### config.mk
export PLATFORM = sky130hd
export DESIGN_NAME = regfile_wb_ctrl
export DESIGN_NICKNAME = d
export VERILOG_FILES = /design/src/rtl/regfile_wb_ctrl_pkg.sv /design/src/rtl/rr_arbiter.sv /design/src/rtl/regfile_wb_ctrl.sv
export SDC_FILE = /design/constraint.sdc
export NUM_CORES = 1
export LEC_CHECK = 0
export CORE_MARGIN = 4
export CORE_UTILIZATION = 59
export CTS_BUF_LIST = sky130_fd_sc_hd__clkbuf_4 sky130_fd_sc_hd__clkbuf_8
export CTS_CLUSTER_SIZE = 24
export DETAILED_ROUTE_END_ITERATION = 10
export GPL_TIMING_DRIVEN = 0
export PLACE_DENSITY = 0.95
export RECOVER_POWER = 100
export SLEW_MARGIN = 20
export SYNTH_ARGS = -nofsm -noshare
export SYNTH_HDL_FRONTEND = slang
export SYNTH_HIERARCHICAL = 1
export SYNTH_SLANG_ARGS = --single-unit
### constraint.sdc
create_clock -name clk -period 16.5 [get_ports clk]
set_input_delay 3.3 -clock clk [delete_from_list [all_inputs] [get_ports clk]]
set_output_delay 3.3 -clock clk [all_outputs]
set_load 0.02 [all_outputs]
### src/rtl/regfile_wb_ctrl_pkg.sv
// Shared core constants and types for the register-file write-back controller.
package regfile_wb_ctrl_pkg;

    localparam int unsigned NUM_REQ_DEF = 3;
    localparam int unsigned DATA_W_DEF  = 32;

    localparam int unsigned REQ_ALU = 0;
    localparam int unsigned REQ_LSU = 1;
    localparam int unsigned REQ_CSR = 2;

    typedef struct packed {
        logic                  valid;
        logic [4:0]            rd;
        logic [DATA_W_DEF-1:0] data;
    } wb_req_t;

endpackage

### src/rtl/rr_arbiter.sv
// Round-robin arbiter: one-hot grant, search starts after the last granted index.
module rr_arbiter #(
    parameter int unsigned N = 3
) (
    input  logic         clk,
    input  logic         rst,
    input  logic [N-1:0] req,
    output logic [N-1:0] gnt
);

    localparam int unsigned PW = (N > 1) ? $clog2(N) : 1;

    logic [PW-1:0] ptr_q, ptr_d;

    always_comb begin
        int idx;
        logic found;
        gnt   = '0;
        ptr_d = ptr_q;
        found = 1'b0;
        for (int k = 1; k <= int'(N); k++) begin
            idx = int'(ptr_q) + k;
            if (idx >= int'(N)) idx = idx - int'(N);
            if (!found && req[idx]) begin
                gnt[idx] = 1'b1;
                ptr_d    = idx[PW-1:0];
                found    = 1'b1;
            end
        end
        // Nothing is granted while reset is held.
        if (rst) begin
            gnt   = '0;
            ptr_d = ptr_q;
        end
    end

    always_ff @(posedge clk) begin
        if (rst) begin
            ptr_q <= PW'(N - 1);
        end else begin
            ptr_q <= ptr_d;
        end
    end

endmodule

### src/rtl/regfile_wb_ctrl.sv
// Write-back arbitration into the register file with per-register pending-write scoreboard.
module regfile_wb_ctrl
    import regfile_wb_ctrl_pkg::*;
#(
    parameter int unsigned NUM_REQ = NUM_REQ_DEF,
    parameter int unsigned B_WIDTH = 32
) (
    input  logic                              clk,
    input  logic                              rst,
    input  logic [NUM_REQ-1:0]                wb_valid,
    output logic [NUM_REQ-1:0]                wb_ready,
    input  logic [NUM_REQ-1:0][4:0]           wb_rd,
    input  logic [NUM_REQ-1:0][B_WIDTH-1:0]   wb_data,
    input  logic                              iss_valid,
    input  logic [4:0]                        iss_rd,
    output logic                              iss_ready,
    input  logic [4:0]                        rs1_addr,
    input  logic [4:0]                        rs2_addr,
    output logic                              hazard,
    output logic                              write_en,
    output logic [4:0]                        rd_addr,
    output logic [B_WIDTH-1:0]                rd_data
);

    logic [1:0]         pend_q [32];
    logic [1:0]         pend_d [32];
    logic [NUM_REQ-1:0] gnt;
    logic               granted;
    logic [4:0]         g_rd;
    logic [B_WIDTH-1:0] g_data;
    logic               inc, dec;

    rr_arbiter #(
        .N (NUM_REQ)
    ) u_arb (
        .clk (clk),
        .rst (rst),
        .req (wb_valid),
        .gnt (gnt)
    );

    assign wb_ready = gnt;
    assign granted  = |gnt;

    always_comb begin
        g_rd   = '0;
        g_data = '0;
        for (int i = 0; i < int'(NUM_REQ); i++) begin
            if (gnt[i]) begin
                g_rd   = wb_rd[i];
                g_data = wb_data[i];
            end
        end
    end

    // A zero counter is never decremented; such a write still goes to the file.
    assign dec = granted && (g_rd != 5'd0) && (pend_q[g_rd] != 2'd0);

    always_comb begin
        iss_ready = !rst;
        if (pend_q[iss_rd] == 2'd3 && !(dec && g_rd == iss_rd)) begin
            iss_ready = 1'b0;
        end
    end

    assign inc = iss_valid && iss_ready && (iss_rd != 5'd0);

    always_comb begin
        for (int r = 0; r < 32; r++) begin
            pend_d[r] = pend_q[r];
        end
        if (!(inc && dec && iss_rd == g_rd)) begin
            if (inc) pend_d[iss_rd] = pend_q[iss_rd] + 2'd1;
            if (dec) pend_d[g_rd]   = pend_q[g_rd] - 2'd1;
        end
        pend_d[0] = 2'd0;
    end

    assign hazard = ((rs1_addr != 5'd0) && (pend_q[rs1_addr] != 2'd0)) ||
                    ((rs2_addr != 5'd0) && (pend_q[rs2_addr] != 2'd0));

    always_ff @(posedge clk) begin
        if (rst) begin
            for (int r = 0; r < 32; r++) begin
                pend_q[r] <= 2'd0;
            end
            write_en <= 1'b0;
            rd_addr  <= '0;
            rd_data  <= '0;
        end else begin
            for (int r = 0; r < 32; r++) begin
                pend_q[r] <= pend_d[r];
            end
            write_en <= granted && (g_rd != 5'd0);
            if (granted) begin
                rd_addr <= g_rd;
                rd_data <= g_data;
            end
        end
    end

endmodule

Word-level counts from Yosys, hierarchy flattened. Memories as Yosys holds them, arrays and structs flattened. Index checks and enable logic that the tools add are counted.

Reduce and logical (&&, ||, !) cells: 31. Equality and inequality tests: 3. Add/sub/neg operators: 8. Bitwise gates (word level): 36. Mux-type cells: 79. $lt $le $gt $ge: 13.

Operators by type and width (count): $mux W32 (6); $bwmux W64 (2); $mux W64 (2); $mux W62 (2); $ge A32 B1 Y1 const B (3); $ge A32 B3 Y1 const B (3); $lt A32 B4 Y1 const B (3); $sub A32 B3 Y32 const B (3); $mux W2 (37); $or A1 B1 Y1 (32); $demux W2 S5 (2); $reduce_bool A5 Y1 (4); $logic_and A1 B1 Y1 (17); $mux W1 (15); $mux W5 (3); $ge A6 B6 Y1 const B (2); $lt A6 B1 Y1 const B (2); $mux W3 (4); $not A5 Y6 (2); $eq A5 B5 Y1 (2); $add A2 B2 Y3 const B (2); $bmux W1 S2 (3); $demux W1 S2 (3); $or A3 B3 Y3 (2); other kinds (9) (14).

RAM bits: 64. Register bits after elaboration: 40. Memories kept: 1. Output and inout port bits: 43.

Memory list: pend_q (words 32, width 2, read ports 36, clocked after memory_dff 0, wr ports 32, line regfile_wb_ctrl.sv:25) `logic [1:0] pend_q [32];`.

Logic depth before layout (Yosys ltp).
Depth after elaboration: 33. Gate-level depth with buffers: 31.

Hierarchy. Netlist, hierarchy kept.

By module, submodules not included: regfile_wb_ctrl (instances 1, cells an instance 1132, area an instance 8590.7 sq um); rr_arbiter (instances 1, cells an instance 55, area an instance 410.4 sq um).

Worst setup path after synthesis. OpenSTA, ideal clock, no wires.

Kind: input -> output. From: in wb_valid[1]. To: out iss_ready. Data arrival time: 8.097 ns. Data required time: 13.200 ns. Setup slack: 5.103 ns. Cell stages on the path: 24. Path through: buf_2 > mux2_4 > a222oi_1 > nand3_1 > a31oi_1 > buf_6 > and3b_2 > o21a_1 > buf_4 > buf_4 > nand3_1 > o211ai_1 > and4_1 > and2_1 > buf_6 > inv_8 > buf_6 > ha_1 > a31oi_1 > o211ai_2 > a21oi_4 > a21boi_2 > clkbuf_1 > nor2_1.

Longest elaborated chain between the ends: 21.

RTL lines: start: declaration (line regfile_wb_ctrl.sv:10) `input logic [NUM_REQ-1:0] wb_valid,`; $bmux W1 S2 (line rr_arbiter.sv:24) `if (!found && req[idx]) begin`; $mux W1 (not written as such) (2 in series) (line rr_arbiter.sv:24); $mux W1 (line rr_arbiter.sv:24); $logic_not A1 Y1 (line rr_arbiter.sv:24); $logic_and A1 B1 Y1 (line rr_arbiter.sv:24); $mux W1 (line rr_arbiter.sv:24); $logic_not A1 Y1 (line rr_arbiter.sv:24); $logic_and A1 B1 Y1 (line rr_arbiter.sv:24); [2 not listed]; via wb_ready[0] (line regfile_wb_ctrl.sv:11) `output logic [NUM_REQ-1:0] wb_ready,`; $mux W5 (3 in series) (line regfile_wb_ctrl.sv:49) `if (gnt[i]) begin`; $mem_v2 Z32 W2 or $reduce_bool A5 Y1 (tied branches); $reduce_bool A2 Y1 or $logic_and A1 B1 Y1 (tied branches) (line regfile_wb_ctrl.sv:57) `assign dec = granted && (g_rd != 5'd0) && (pend_q[g_rd] != 2'd0);`; $logic_and A1 B1 Y1 (line regfile_wb_ctrl.sv:57); $logic_and A1 B1 Y1 * (line regfile_wb_ctrl.sv:61) `if (pend_q[iss_rd] == 2'd3 && !(dec && g_rd == iss_rd)) begin`; $logic_not A1 Y1 * (line regfile_wb_ctrl.sv:61); $logic_and A1 B1 Y1 * (line regfile_wb_ctrl.sv:61); $mux W1 * (line regfile_wb_ctrl.sv:61); end: declaration (line regfile_wb_ctrl.sv:16) `output logic iss_ready,`.

Mark *: on every way through the listed nets, which the timed path passes. The rest lies on a longest branch. The select of a mux whose other input is x is not followed.

Worst setup path after layout.
From: in wb_valid[0]. To: out iss_ready.

Longest elaborated chain between the ends: 21.

RTL lines (line): $bmux W1 S2 (rr_arbiter.sv:24); $mux W1 (not written as such) (2 in series) (rr_arbiter.sv:24); $mux W1 (rr_arbiter.sv:24); $logic_not A1 Y1 (rr_arbiter.sv:24); $logic_and A1 B1 Y1 (rr_arbiter.sv:24); $mux W1 (rr_arbiter.sv:24); $logic_not A1 Y1 (rr_arbiter.sv:24); $logic_and A1 B1 Y1 (rr_arbiter.sv:24); [2 not listed]; $mux W5 (3 in series) (regfile_wb_ctrl.sv:49); $mem_v2 Z32 W2 or $reduce_bool A5 Y1 (tied branches); $reduce_bool A2 Y1 or $logic_and A1 B1 Y1 (tied branches) (regfile_wb_ctrl.sv:57); $logic_and A1 B1 Y1 (regfile_wb_ctrl.sv:57); $logic_and A1 B1 Y1 * (regfile_wb_ctrl.sv:61); $logic_not A1 Y1 * (regfile_wb_ctrl.sv:61); $logic_and A1 B1 Y1 * (regfile_wb_ctrl.sv:61); $mux W1 * (regfile_wb_ctrl.sv:61).

Mark *: on every way between the ends. The rest lies on a longest branch, timed or not. The select of a mux whose other input is x is not followed.

==> reports/qor.yml <==
antenna_found_initial: 2
fmax_mhz: 66.8
setup_viol: 0
synth_enable_flop_cells: 0
place_congestion: 1.13
arrival_ns: 11.66
required_ns: 13.20
setup.worst_path.end_class: "output port"
worst-path-max-fanout: 10
p_sw_mw: 0.783
cts_tree: "built"
p_leak_nw: 4.13
grt-ovfl-total: 0
clkPwrFrac_pct: 11.8
period_minus_slack_ns: 14.96
setup_tns_ns: 0
period_share_pct: 90.7
status: "finished, violations left"
power.share.combinational_pct: 63.4
synth-adder-area-share_pct: 1.11
grt_usage_pct: 44.8
r2r-end: "pend_q[5][0]$_SDFFE_PP0N_"
core.rowCount: 44
grt_setup_unrepaired: "no"
hold_violations: 0
skew_ns: 0.0264
ys_types: 93
initial_utilization_pct: 61.0
cp_slowest_stage_delay_ns: 1.20
muxShareOfSynthArea_pct: 12.4
cp-start-kind: "primary input"
dr.pass1.iters: 11
r2r-start: "u_arb/ptr_q[0]$_SDFFE_PP0P_"
synth_top_family_by_area: "compound AO/OA/AOI/OAI gates"
postCtsHoldBufs: 0
synth_nets: 1327
hold_path.class: "register to register"
clk_latency_ns: 0.43
die-area_mm2: 0.0173
fin_cells: 1553
cts.clk_slew.worst_paths_ns: 0.10
ys_seq_area_share_pct: 22.7
cts.htree.levels: 3
post_cts.repair.setup_buffers: 0
failed_checks: "DRC, capacitance limit, slew limit"
path_cells: "dlygate4sd3_1, mux2_1, a222oi_1, nand3_1, a31oi_1, nand3b_1, a22o_1, nor3_1, o21ai_0, and4_1, and2_0, buf_6, clkinvlp_2, clkbuf_1, ha_1, a31oi_1, o211ai_1, a21oi_1, a21boi_2, clkbuf_1, nor2_1, clkdlybuf4s50_1"
antenna_left: 0
tightestPinTransition_ns: 1.52
vias: 11300
synth_compound_area_share_pct: 28.6
ys_async_sr_fraction_pct: 0
ys_ff_latch: 102
reg2reg_depth: 26
r2r_setup_slack_ns: 6.51
crit_type: "primary input to output port"
cts_made_buffers: 9
seqPwrFrac_pct: 24.8
via_per_inst: 7.26
core_area_mm2: 0.0148
yosys.area_share.simple_pct: 27.0
ys_warn_count: 6
timing.final.max_slew_violations: 9
grt_max_degree: 18
place_inst: 1537
crit_path_end: "iss_ready"
internal-power_mw: 0.706
crit_start: "wb_valid[0]"
worst_ir_drop_vdd_mv: 0.120
synthToLayoutAreaGrowth_pct: 21.3
dieHeight_um: 132
crit_slowest_cell: "nor3_1"
cts-root-buf: "clkbuf_8"
layout-drive-gt1-share_pct: 8.55
cts_resized: 0
ys.flop_type: "dfxtp_1"
synth_xor_area_share_pct: 0.389
port_buffers: 165
grt_pass1_vias: 10600
post_drt_wl_per_cell_um: 26.5
drt_first_iter_violations: 1857
grt_pass1_wl_mm: 61.0
slew_headroom_pct: -2.39
io_pins: 175
avgSynthCellArea_um2: 7.58
drcViolationCount: 4
p_per_area_mw_per_mm2: 136
wirelength_mm: 41.1
cap_violations: 1
dpl.hpwl_mm: 30.7
p_sw_share_pct: 52.6
clock_tree.buffer_depth: 2
netlist_area_mm2: 0.00900
nets: 1504
cts.sinks: 102
die_w_um: 132
syn_inst: 1187
-- cell usage after synthesis (8+ instances only) --
cell type | number | area share, %
nor4_1 | 17 | 1.2
clkbuf_1 | 65 | 2.7
and3_1 | 44 | 3.1
buf_2 | 14 | 0.78
nand4_1 | 8 | 0.56
a211oi_1 | 25 | 2.1
dfxtp_1 | 102 | 23
or3_1 | 13 | 0.90
nand3_1 | 28 | 1.6
and4_1 | 10 | 0.97
a2111oi_2 | 16 | 2.7
nor2_1 | 156 | 6.5
mux4_2 | 28 | 7.0
o22ai_1 | 36 | 2.5
ha_1 | 8 | 1.1
inv_1 | 25 | 1.0
a31oi_1 | 26 | 1.8
o21ai_0 | 93 | 5.2
a21oi_1 | 101 | 5.6
and2_1 | 9 | 0.63
buf_6 | 12 | 1.5
nor3_1 | 48 | 2.7
mux2i_1 | 45 | 5.0
nand2_1 | 87 | 3.6
nor2b_1 | 13 | 0.90
a22oi_1 | 9 | 0.75
a221oi_1 | 8 | 0.78
buf_4 | 9 | 0.75
-- worst max-delay path, delay by kind of cell --
| kind | cells | cell delay, ns |
|---|---|---|
| muxes | 1 | 0.34 |
| AOI/OAI and AO/OA | 8 | 2.82 |
| adders and majority gates | 1 | 0.51 |
| and+or+nand+nor | 6 | 2.10 |
| buffers and inverters | 6 | 2.57 |
-- flip-flops by register name, summed over array words and instances (netlist names) --
signal,count
pend_q,62
rd_data,32
write_en,1
rd_addr,5
u_arb/ptr_q,2
-- power by group through the flow --
stage          Sequential [mW]  Combinational [mW]  Clock, mW
3_3_place_gp             0.366               0.941          0
5_1_grt                  0.371               0.984      0.178
2_1_floorplan            0.405               0.568          0
3_5_place_dp             0.368               0.956          0
4_1_cts                  0.364               0.962      0.169
6_report                 0.369               0.944      0.175
-- placed cells by master (no fill, tap or decap), drive strengths merged, types with 11 or more instances in the layout --
master and count:
nor2 157, a2111oi 22, dfxtp 102, clkbuf 84
inv 29, clkdlybuf4s50 122, a21oi 105, nand2 87
mux2i 45, and3 45, a22oi 12, nor3 50
o22ai 36, dlygate4sd3 44, a31oi 26, o21ai 98
nand3 29, or3 14, a211oi 25, nor2b 13
mux4 28, buf 35, nor4 21, and4 11
-- metrics by stage --
step | hold slack [ns] | setup WS (ns) | utilization [%] | power, mW | instance area, µm²
global placement | 0.447 | 2.68 | 73.8 | 1.31 | 10900
finish | 0.464 | 1.54 | 74.0 | 1.49 | 10900
floorplan | 0.501 | 5.10 | - | 0.973 | 9000
detailed placement | 0.455 | 2.90 | 73.9 | 1.32 | 10900
CTS | 0.469 | 2.86 | 75.2 | 1.49 | 11100
global route | 0.493 | 1.32 | 74.0 | 1.53 | 10900
-- worst min-delay path by stage --
stage	startpoint	to	slack (ns)	cells after the start
CTS	rd_addr[0]$_SDFFE_PP0P_	rd_addr[0]$_SDFFE_PP0P_	0.47	2
floorplan	pend_q[20][0]$_SDFFE_PP0N_	pend_q[20][0]$_SDFFE_PP0N_	0.50	2
finish	rd_addr[1]$_SDFFE_PP0P_	rd_addr[1]$_SDFFE_PP0P_	0.46	2
detailed placement	rd_addr[0]$_SDFFE_PP0P_	rd_addr[0]$_SDFFE_PP0P_	0.45	2
global route	rd_addr[2]$_SDFFE_PP0P_	rd_addr[2]$_SDFFE_PP0P_	0.49	2
global placement	rd_addr[1]$_SDFFE_PP0P_	rd_addr[1]$_SDFFE_PP0P_	0.45	2
-- cell families (layout without fill, tap and decap cells) --
logic type | after synthesis | in the layout
AND/OR/NAND/NOR | 479 | 479
AO/OA/AOI/OAI | 380 | 380
adder cells (fa/ha/maj) | 8 | 8
multiplexers | 76 | 76
XOR/XNOR | 4 | 4
flip-flops | 102 | 102
other | 0 | 1
buffers and inverters | 138 | 319
-- final cells by class --
class / instances / area, µm²
fillers: 1156 / 3830
clock inverters: 6 / 71.3
multi-input cells: 947 / 6130
diodes: 1 / 2.50
plain buffers: 110 / 549
clock buffers: 9 / 124
inverters: 28 / 109
flip-flops and latches: 102 / 2040
well taps: 184 / 230
repair buffers: 166 / 1660
-- per-layer routing --
| metal | track usage (%) | vias up | share of wire (%) |
|---|---|---|---|
| li1 | - | 4815 | - |
| met5 | 0 | - | 0.14 |
| met1 | 53.3 | 5088 | 34 |
| met3 | 18.3 | 330 | 16 |
| met2 | 67.5 | 1044 | 41 |
| met4 | 27.5 | 2 | 8.6 |
Power figures use the tool's default switching activity.
==> RTL change (same settings) <==
Reset style: asynchronous (`rst`), changed in 2 clocked blocks.
--- a/src/rtl/rr_arbiter.sv
+++ b/src/rtl/rr_arbiter.sv
@@ -35,5 +35,5 @@
     end
 
-    always_ff @(posedge clk) begin
+    always_ff @(posedge clk or posedge rst) begin
         if (rst) begin
             ptr_q <= PW'(N - 1);
--- a/src/rtl/regfile_wb_ctrl.sv
+++ b/src/rtl/regfile_wb_ctrl.sv
@@ -80,5 +80,5 @@
                     ((rs2_addr != 5'd0) && (pend_q[rs2_addr] != 2'd0));
 
-    always_ff @(posedge clk) begin
+    always_ff @(posedge clk or posedge rst) begin
         if (rst) begin
             for (int r = 0; r < 32; r++) begin
Check against the original RTL: not equivalent (a bounded check fails within 4 cycles, from zero or initial values and one cycle with rst high; the reset may be asserted at any time).
==> RTL change against the original RTL <==
  * The flow finishes with violations (capacitance limit, slew limit)
  * Power rose by 56%
  * Largest cell class unchanged
  * Sequential cell count did not move
  * Cell area fell by 1.2%
  * Worst hold slack improved by 34 ps
  * Worst setup slack improved by 780 ps
  * Global-route usage rose by 1.8 points
  * Non-clock buffer count fell by 19
  * Routed wire length fell by 2.6%
  * Highest routed layer is now met4
  * Cell count fell by 4.8%
  * Clock power rose by 4%
  * Synthesized area fell by 3.1%
==> RTL change: results (changes against the original RTL) <==
| Metric | Value |
|---|---|
| Longest Clk Path Bufs | 2 (unchanged) |
| Initial antenna violation count | 2 (unchanged) |
| Root buffer cell | clkbuf_8 (unchanged) |
| Area after DPL | 10700 sq um (was 10900 sq um) |
| Failing checks | capacitance limit, slew limit (was DRC, capacitance limit, slew limit) |
| Synth top cells by count | a21oi_1 (156), nand2_1 (139), dfrtp_1 (101), nor2_1 (89), o21ai_0 (74) (was nor2_1 (156), dfxtp_1 (102), a21oi_1 (101), o21ai_0 (93), nand2_1 (87)) |
| Routability congestion estimate from global placement | 1.09 (was 1.13) |
| Sequential area share after synthesis | 29.3% (was 22.7%) |
| Crit-path max FO | 10 (unchanged) |
| Slowest CP cell | o21ai_0 (was nor3_1) |
| Total of max-cap violations | 3 (was 1) |
| DP Worst Slack | 4190 ps (was 2900 ps) |
| Post-synthesis async set-or-reset flop share | 100% (was 0%) |
| Number of library cell types mapped by synthesis | 79 (was 93) |
| H-tree Lvls | 3 (unchanged) |
| Filler Cells Inserted | 1146 (was 1156) |
| Detailed placement HPWL | 29700 um (was 30700 um) |
| Worst Hold Class | flip-flop to flip-flop (unchanged) |
| CP top delay family | buffers and inverters (was compound AO/OA/AOI/OAI gates) |
| Avg Cell Area, Syn | 7.88 sq um (was 7.58 sq um) |
| Pins Over Slew Limit | 114 (was 9) |
| Drt first pass iters | 6 (was 11) |
| Largest net degree at the start of global routing | 55 (was 18) |
| P_leak | 4.19 nW (was 4.13 nW) |
| PostCTS Resize Cnt | 0 (unchanged) |
| Vias in the first global route | 9986 (was 10600) |
| Setup Skew | 19.8 ps (was 26.4 ps) |
| Slew @ Worst Pin | 3210 ps (was 1520 ps) |
| Ys Warns | 6 (unchanged) |
| Gr usage total | 46.6% (was 44.8%) |
| Clock Latency Late Sink | 400 ps (was 430 ps) |
| Most used flip-flop cell after synthesis | dfrtp_1 (was dfxtp_1) |
| Worst VDD drop | 0.176 mV (was 0.120 mV) |
| Post-synthesis net count | 1246 (was 1327) |
| Drt via density | 7.28 (was 7.26) |
| TritonCTS Buffers | 9 (unchanged) |
| First-pass GRT wire length | 58700 um (was 61000 um) |
| Run status | complete, but fails checks (unchanged) |
| Critical Path AT | 10880 ps (was 11660 ps) |
| Routed Wire Length | 40100 um (was 41100 um) |
| First-iteration detailed-routing DRC count | 1785 (was 1857) |
| Largest cells by area after synthesis | dfrtp_1 (29%), a21oi_1 (9.0%), mux4_2 (6.7%) (was dfxtp_1 (23%), mux4_2 (7.0%), nor2_1 (6.5%)) |
| Clock transition at path regs | 100 ps (about the same) |
| CP peak stage delay | 870 ps (was 1200 ps) |
| Final cell count without fillers | 1478 (was 1553) |
| Setup bufs post-CTS | 0 (unchanged) |
| Post-layout nets | 1425 (was 1504) |
| PortBufs | 167 (was 165) |
| NetSw | 1.34 mW (was 0.783 mW) |
| Top Registers | pend_q: 62 flops, rd_data: 32 flops, rd_addr: 5 flops (unchanged) |
| Layout cell share with drive strength beyond 1 | 6.82% (was 8.55%) |
## RTL change: changes by cell type after synthesis, moves of 21 or more
cell,delta
dfxtp_1,-102
dfrtp_1,+101
nor2_1,-67
a21oi_1,+55
nand2_1,+52
and3_1,-37
o22ai_1,+33
nor3_1,-23
nand3_1,+21
## RTL change: path summary, 6_finish.rpt
path                       slack [ps]      startpoint              to  cells past startpoint
min in group asynchronous        3510             rst  u_arb/ptr_q[0]                      3
min                               500      rd_addr[2]      rd_addr[2]                      2
max reg2reg                      5510  u_arb/ptr_q[1]      pend_q[44]                     28
max in group asynchronous        8770             rst      pend_q[21]                      3
min reg2reg                       500      rd_addr[2]      rd_addr[2]                      2
max                              2320     wb_valid[0]       iss_ready                     23
## RTL change: kinds of logic (layout without fill, tap and decap cells)
group | after synthesis | after routing | synth area share [%]
flip-flops | 102 | 102 | 29.3
AO/OA/AOI/OAI | 436 | 436 | 31.6
buffers and inverters | 109 | 293 | 5.62
multiplexers | 68 | 68 | 11.7
XOR/XNOR | 6 | 6 | 0.602
AND/OR/NAND/NOR | 379 | 379 | 20.1
adder cells (fa/ha/maj) | 7 | 7 | 1.00
other | 0 | 3 | 0
## RTL change: cell type report
type / count / area [sq um] / share of cell area (%)
antenna: 3 / 7.51 / 0.0696
buffer: 89 / 394 / 3.65
clock buffer: 11 / 151 / 1.40
clock inverter: 5 / 70.1 / 0.649
inverter: 20 / 76.3 / 0.707
multi-input combinational: 896 / 5630 / 52.2
sequential: 102 / 2550 / 23.7
tap: 184 / 230 / 2.13
timing repair buffer: 168 / 1680 / 15.5
## RTL change: worst min-delay path, stage by stage (launching register included)
cell and delay [ps]:
dfrtp_1 360, nand2_1 50, nand2_1 60
## RTL change: per-layer routing
| metal | wire [um] | GRT usage (%) |
|---|---|---|
| met5 | 0 | 0 |
| met1 | 14000 | 58.4 |
| met4 | 3190 | 30.9 |
| met3 | 6450 | 16.8 |
| met2 | 16400 | 67.6 |
## RTL change: power groups by stage
stage | Combinational [mW] | Sequential (mW) | Clock [mW]
3_5_place_dp | 1.55 | 0.530 | 0
2_1_floorplan | 0.947 | 0.513 | 0
3_3_place_gp | 1.51 | 0.528 | 0
4_1_cts | 1.56 | 0.526 | 0.179
6_report | 1.59 | 0.548 | 0.182
5_1_grt | 1.67 | 0.545 | 0.189
